--- src/rtl/ram_arb_pkg.sv ---
`default_nettype none
// ============================================================================
// Module      : ram_arb_pkg
// Description : Shared definitions for the two-requester RAM arbiter:
//               arbiter FSM state encoding and default geometry/lock limit.
// Revision    : 1.0 - initial release
// ============================================================================
package ram_arb_pkg;

  // Default RAM address width, data width and lock-burst limit
  localparam int c_def_aw      = 4;
  localparam int c_def_dw      = 4;
  localparam int c_def_maxlock = 8;

  // Arbiter FSM states: open arbitration, or ownership held by requester 0/1
  typedef enum logic [1:0] {
    IDLE  = 2'd0,
    LOCK0 = 2'd1,
    LOCK1 = 2'd2
  } arb_state_t;

endpackage : ram_arb_pkg
`default_nettype wire

--- src/rtl/ram_arb2_rr_pick2.sv ---
`default_nettype none
// ============================================================================
// Module      : rr_pick2
// Description : Two-way round-robin pick. Grants the only active request, or
//               the request selected by the pointer when both are active.
// Ports       : i_req [1:0]  request vector
//               i_ptr        preferred requester on contention
//               o_gnt [1:0]  one-hot-or-zero grant
// Revision    : 1.0 - initial release
// ============================================================================
module rr_pick2 (
  input  logic [1:0] i_req,
  input  logic       i_ptr,
  output logic [1:0] o_gnt
);

  always_comb begin
    o_gnt = 2'b00;
    case (i_req)
      2'b01:   o_gnt = 2'b01;
      2'b10:   o_gnt = 2'b10;
      2'b11:   o_gnt = i_ptr ? 2'b10 : 2'b01;
      default: o_gnt = 2'b00;
    endcase
  end

endmodule : rr_pick2
`default_nettype wire

--- src/rtl/ram_arb2.sv ---
`default_nettype none
// ============================================================================
// Module      : ram_arb2
// Description : Two-requester single-port RAM arbiter with round-robin
//               fairness, bounded lock bursts and a one-cycle read return.
// Ports       : i_clk, i_rstn          clock / async active-low reset
//               i_req, i_wr, i_lock    per-requester request/command/lock
//               i_a, i_d               packed per-requester address/data
//               o_ack                  access issued this cycle (one-hot)
//               o_rvalid, o_rdata      read return, one cycle after read ack
//               o_ram_en/wr/a/d        RAM command side
//               i_ram_q                RAM read data
// Revision    : 1.0 - initial release
// ============================================================================
module ram_arb2
  import ram_arb_pkg::*;
#(
  parameter int AW      = c_def_aw,
  parameter int DW      = c_def_dw,
  parameter int MAXLOCK = c_def_maxlock
) (
  input  logic            i_clk,
  input  logic            i_rstn,
  input  logic [1:0]      i_req,
  input  logic [1:0]      i_wr,
  input  logic [1:0]      i_lock,
  input  logic [2*AW-1:0] i_a,
  input  logic [2*DW-1:0] i_d,
  output logic [1:0]      o_ack,
  output logic [1:0]      o_rvalid,
  output logic [DW-1:0]   o_rdata,
  output logic            o_ram_en,
  output logic            o_ram_wr,
  output logic [AW-1:0]   o_ram_a,
  output logic [DW-1:0]   o_ram_d,
  input  logic [DW-1:0]   i_ram_q
);

  // With MAXLOCK=1 a lock could never outlast its first grant, so the
  // arbiter simply never leaves IDLE.
  localparam bit        c_lock_en  = (MAXLOCK > 1);
  localparam logic [7:0] c_cnt_last = 8'(MAXLOCK - 1);

  arb_state_t r_state, w_state_nxt;
  logic       r_ptr,   w_ptr_nxt;
  logic [7:0] r_cnt,   w_cnt_nxt;
  logic [1:0] r_rvalid;
  logic [1:0] w_pick;
  logic [1:0] w_gnt;

  rr_pick2 u_pick (
    .i_req (i_req),
    .i_ptr (r_ptr),
    .o_gnt (w_pick)
  );

  always_ff @(posedge i_clk or negedge i_rstn) begin
    if (!i_rstn) begin
      r_state  <= IDLE;
      r_ptr    <= 1'b0;
      r_cnt    <= 8'd0;
      r_rvalid <= 2'b00;
    end else begin
      r_state  <= w_state_nxt;
      r_ptr    <= w_ptr_nxt;
      r_cnt    <= w_cnt_nxt;
      r_rvalid <= w_gnt & ~i_wr;
    end
  end

  always_comb begin
    w_gnt       = 2'b00;
    w_state_nxt = r_state;
    w_ptr_nxt   = r_ptr;
    w_cnt_nxt   = r_cnt;
    case (r_state)
      IDLE: begin
        w_gnt = w_pick;
        if (w_gnt[0]) begin
          if (i_lock[0] && c_lock_en) begin
            w_state_nxt = LOCK0;
            w_cnt_nxt   = 8'd1;
          end else begin
            w_ptr_nxt = 1'b1;
          end
        end else if (w_gnt[1]) begin
          if (i_lock[1] && c_lock_en) begin
            w_state_nxt = LOCK1;
            w_cnt_nxt   = 8'd1;
          end else begin
            w_ptr_nxt = 1'b0;
          end
        end
      end
      LOCK0: begin
        // Owner only; the other requester waits even if requesting.
        w_gnt = {1'b0, i_req[0]};
        if (!i_req[0] || !i_lock[0] || (r_cnt == c_cnt_last)) begin
          w_state_nxt = IDLE;
          w_ptr_nxt   = 1'b1;
          w_cnt_nxt   = 8'd0;
        end else begin
          w_cnt_nxt = r_cnt + 8'd1;
        end
      end
      LOCK1: begin
        w_gnt = {i_req[1], 1'b0};
        if (!i_req[1] || !i_lock[1] || (r_cnt == c_cnt_last)) begin
          w_state_nxt = IDLE;
          w_ptr_nxt   = 1'b0;
          w_cnt_nxt   = 8'd0;
        end else begin
          w_cnt_nxt = r_cnt + 8'd1;
        end
      end
      default: begin
        w_state_nxt = IDLE;
        w_cnt_nxt   = 8'd0;
      end
    endcase
  end

  // RAM command mux: all-zero when nothing is granted
  always_comb begin
    o_ram_en = 1'b0;
    o_ram_wr = 1'b0;
    o_ram_a  = '0;
    o_ram_d  = '0;
    if (w_gnt[0]) begin
      o_ram_en = 1'b1;
      o_ram_wr = i_wr[0];
      o_ram_a  = i_a[0 +: AW];
      o_ram_d  = i_d[0 +: DW];
    end else if (w_gnt[1]) begin
      o_ram_en = 1'b1;
      o_ram_wr = i_wr[1];
      o_ram_a  = i_a[AW +: AW];
      o_ram_d  = i_d[DW +: DW];
    end
  end

  assign o_ack    = w_gnt;
  assign o_rvalid = r_rvalid;
  assign o_rdata  = i_ram_q;

endmodule : ram_arb2
`default_nettype wire

--- config.mk ---
export PLATFORM = sky130hd
export DESIGN_NAME = ram_arb2
export DESIGN_NICKNAME = d
export VERILOG_FILES = /design/src/rtl/ram_arb_pkg.sv /design/src/rtl/ram_arb2_rr_pick2.sv /design/src/rtl/ram_arb2.sv
export SDC_FILE = /design/constraint.sdc
export NUM_CORES = 1
export LEC_CHECK = 0
export ABC_AREA = 1
export CORE_ASPECT_RATIO = 0.75
export CORE_UTILIZATION = 41
export CTS_BUF_LIST = sky130_fd_sc_hd__clkbuf_16
export DETAILED_ROUTE_END_ITERATION = 10
export PLACE_DENSITY = 0.77
export SYNTH_ARGS = -nofsm -noshare
export SYNTH_HDL_FRONTEND = slang
export SYNTH_SLANG_ARGS = --single-unit
export TNS_END_PERCENT = 20
--- constraint.sdc ---
create_clock -name i_clk -period 2.1 [get_ports i_clk]
set_clock_uncertainty 0.15 [all_clocks]
set_input_delay 0.21 -clock i_clk [delete_from_list [all_inputs] [get_ports i_clk]]
set_output_delay 0.21 -clock i_clk [all_outputs]
set_load 0.05 [all_outputs]
==> impl_results.md, run 1 <==
- I/O pin count: 46
- # Max-Cap Violations: 0
- Initial core utilization: 0.4400
- Count of different cell masters after synthesis: 19
- Count of yosys warnings during synthesis: 0
- Antenna Cells: 0
- Count of mapped cells out of synthesis: 164
- Power density of the placed cells: 1421 nW/um2
- Buffers from clock root to sink, at most: 2
- Share of the yosys chip area belonging to registers: 0.3152
- Required time at the worst-slack endpoint: 1740 ps
- Clock tree from TritonCTS: built
- Clk Tree Root Cell: sky130_fd_sc_hd__clkbuf_16
- Synthesis-to-layout area growth: 72.00%
- Wire length of the first global-routing pass: 5009 um
- Register bit total from synthesis: 13
- Number of buffers and inverters on the critical path: 3
- Sequential share of power: 0.139
- Setup repair after global routing missed its margin: yes
- Critical path peak fanout: 5
- Comb power frac: 0.715
- Grt total ovfl: 0
- Number of cells in the design after placement: 236
- Met3 layer usage reported by global route: 0.07102
- Vias post-DR: 1228
- Largest net degree at the start of global routing: 14
- Worst-skew pair later-pin latency: 250 ps
- Final hold violation count: 0
- Number of non-filler instances in the completed layout: 242
- Die Outline Area: 2725 um2
- Clock share of power: 0.146
- Filler cell count: 151
- Routed length per placed instance: 13.77 um
- Number of input and output port buffers inserted: 37
- Number of global-route vias before repair: 1060
- Global routing met1 resource utilization: 0.3463
- Int Pwr: 0.001312 W
- Num CTS Buffers: 3
- Detailed Place HPWL: 2377 um
- Cell-by-cell listing of the critical path: inv_2 > ha_1 > nand2_2 > nand2_4 > nand2_4 > clkinvlp_4 > nand2_1 > nand2_2 > buf_12
- Routed wire length: 3332 um
- Net switching share of the total power: 0.4798
- Multi-input gate area: 691.9 um2
- Number of design rule violations left after detail routing: 0
- Detailed Routing Iterations Pass 1: 4
- Clock-pin transition on the worst setup and hold timing paths: 50 ps
- Final weighted congestion in routability-driven placement: 0.8695
- Core outline area: 2346 um2
- GR Util All Layers: 0.2623
- Power spent charging and discharging nets: 0.001210 W
- Max Clock Freq: 477.0 MHz
- Relative slew margins: 0.5969
- Site row count: 15
- Layout cells sized above 1: 0.2548
- Number of antenna violations at the first check in global routing: 0
- Slowest cell on crit path: sky130_fd_sc_hd__dfrtp_2
- Average via count per standard cell: 5.074
- Critical Path Source Type: register
- Hold_buf cts: 0
- Clock period minus final worst setup slack: 2097 ps
- Critical path type: reg2out
- Number of nets in the final layout: 242
- Number of DRC violations after detailed-routing iteration 0: 87
- Summed instance area of the synthesized netlist: 1032 um2
- Die width: 59.94 um
- Setup TNS: 0 ps
- Peak VDD IR: 0.6708 mV
- Result of the run: finished, final reports clean
- Synthesized Nets: 197
- Largest delay share family, worst path: simple AND/OR/NAND/NOR gates
- Biggest cell delay along the critical path: 410 ps
- Number of nets with antenna violations after routing: 0
- Finish-stage setup viols: 0
- Global routing met2 resource utilization: 0.3956
- HP Class: in2async
- Nature of the critical path endpoint: primary output
- Leakage power total: 0.8981 nW
- Number of levels in the clock H-tree: 1
- Data arrival at the endpoint of the critical path: 1740 ps
- TritonCTS Sinks: 13
- Final core area utilization: 0.7568
- Final Max Slew Viols: 0
- Share of the clock period used by the worst path: 0.9984
- Vertical die dimension: 45.46 um
- Worst hold slack: 194.1 ps
- Worst Tran Pin Value: 602.7 ps
- Mean post-synth cell area: 6.294 um2
- Combined flip-flop and latch cell area: 326.6 um2
- Most Crowded Layer GR: met2
[path summary, 6_finish.rpt]
kind / start / endpoint / slack [ps] / depth (start not counted)
worst max register to register: r_state[0] / r_cnt[3] / 280 / 9
worst min-delay path: i_rstn / r_state[0] / 190 / 1
worst max-delay path: r_state[1] / o_ram_d[2] / 3 / 9
min in group i_clk: i_ram_q[0] / o_rdata[0] / 270 / 0
max in group asynchronous: i_rstn / r_state[1] / 1180 / 1
worst min register to register: r_cnt[1] / r_cnt[1] / 380 / 2
[per-stage QoR]
stage	cell area [um2]	power, W	setup WS (ps)
2_1_floorplan	1047	0.001246	-37.58
3_3_place_gp	1588	0.001931	40.02
3_5_place_dp	1588	0.001967	3.516
4_1_cts	1734	0.002459	5.914
5_1_grt	1775	0.002648	-85.31
6_report	1775	0.002523	3.436
[synthesized netlist by cell type]
cell	number	area share
sky130_fd_sc_hd__inv_2	2	0.0073
sky130_fd_sc_hd__nand4_2	1	0.012
sky130_fd_sc_hd__a21oi_1	2	0.0097
sky130_fd_sc_hd__nand2_1	71	0.26
sky130_fd_sc_hd__o21ai_1	2	0.0097
sky130_fd_sc_hd__buf_4	4	0.029
sky130_fd_sc_hd__ha_1	5	0.061
sky130_fd_sc_hd__nand4_1	4	0.024
sky130_fd_sc_hd__nand3_1	14	0.068
sky130_fd_sc_hd__nand3_4	1	0.017
sky130_fd_sc_hd__dfrtp_1	13	0.32
sky130_fd_sc_hd__xor2_1	1	0.0085
sky130_fd_sc_hd__inv_1	21	0.076
sky130_fd_sc_hd__o21ai_0	4	0.019
sky130_fd_sc_hd__nor3_1	1	0.0048
sky130_fd_sc_hd__nand2_2	2	0.012
sky130_fd_sc_hd__o21bai_1	2	0.015
sky130_fd_sc_hd__nor2_1	13	0.047
sky130_fd_sc_hd__nor2_2	1	0.0061
[flip-flops by register name (all words and copies together), names as in the netlist]
signal and count:
o_rvalid 2, r_state 2, r_ptr 1, r_cnt 8
[power groups by stage]
| stage | clock, W | combinational [W] | sequential [W] |
|---|---|---|---|
| final | 0.000369 | 0.00180 | 0.000350 |
| after CTS | 0.000372 | 0.00174 | 0.000346 |
| after global placement | 0 | 0.00159 | 0.000343 |
| after detailed placement | 0 | 0.00162 | 0.000347 |
| after global routing | 0.000381 | 0.00191 | 0.000358 |
| after floorplan | 0 | 0.000875 | 0.000370 |
[timing repair]
item                                    in CTS  in global routing
pin swaps                                    3                  5
setup buffers                                1                  0
endpoints found under the setup margin       9                 10
cloned                                       1                  0
gates resized for setup                     17                 12
[kinds of logic after synthesis]
kind of cell,count (synthesis),share of synthesized area
flip-flops,13,0.3151
AND/OR/NAND/NOR,108,0.4497
adder cells (fa/ha/maj),5,0.06061
XOR/XNOR,1,0.008486
AO/OA/AOI/OAI,10,0.05333
buffers and inverters,27,0.1127
[layer usage]
metal,up-vias,part of all wire
met5,-,0
met4,0,0.026
met3,10,0.070
met2,56,0.48
met1,564,0.42
li1,598,-
[area by class of cell]
type,instances,share of cell area
Clock buffer,3,0.04228
Timing Repair inverter,1,0.004228
Multi-Input combinational cell,124,0.3897
Timing Repair Buffer,43,0.3016
Inverter,23,0.05215
Tap cell,34,0.02396
Sequential cell,13,0.1839
Clock inverter,1,0.002114
[cell usage in the layout (no fill, tap or decap), types with 4 or more instances in the layout]
| cell | instances |
|---|---|
| sky130_fd_sc_hd__buf_12 | 12 |
| sky130_fd_sc_hd__buf_4 | 6 |
| sky130_fd_sc_hd__clkdlybuf4s50_1 | 25 |
| sky130_fd_sc_hd__dfrtp_1 | 12 |
| sky130_fd_sc_hd__inv_1 | 18 |
| sky130_fd_sc_hd__inv_2 | 4 |
| sky130_fd_sc_hd__nand2_1 | 57 |
| sky130_fd_sc_hd__nand2_2 | 13 |
| sky130_fd_sc_hd__nand3_1 | 12 |
| sky130_fd_sc_hd__nand4_1 | 4 |
| sky130_fd_sc_hd__nor2_1 | 13 |
| sky130_fd_sc_hd__o21ai_0 | 4 |
(Power assumes the default switching activity.)
==> run 2: changes to the inputs <==
- CTS_CLUSTER_SIZE: not set -> 20
==> results of run 2 <==
No change in the layout: final DEF, timing and power equal those of run 1.
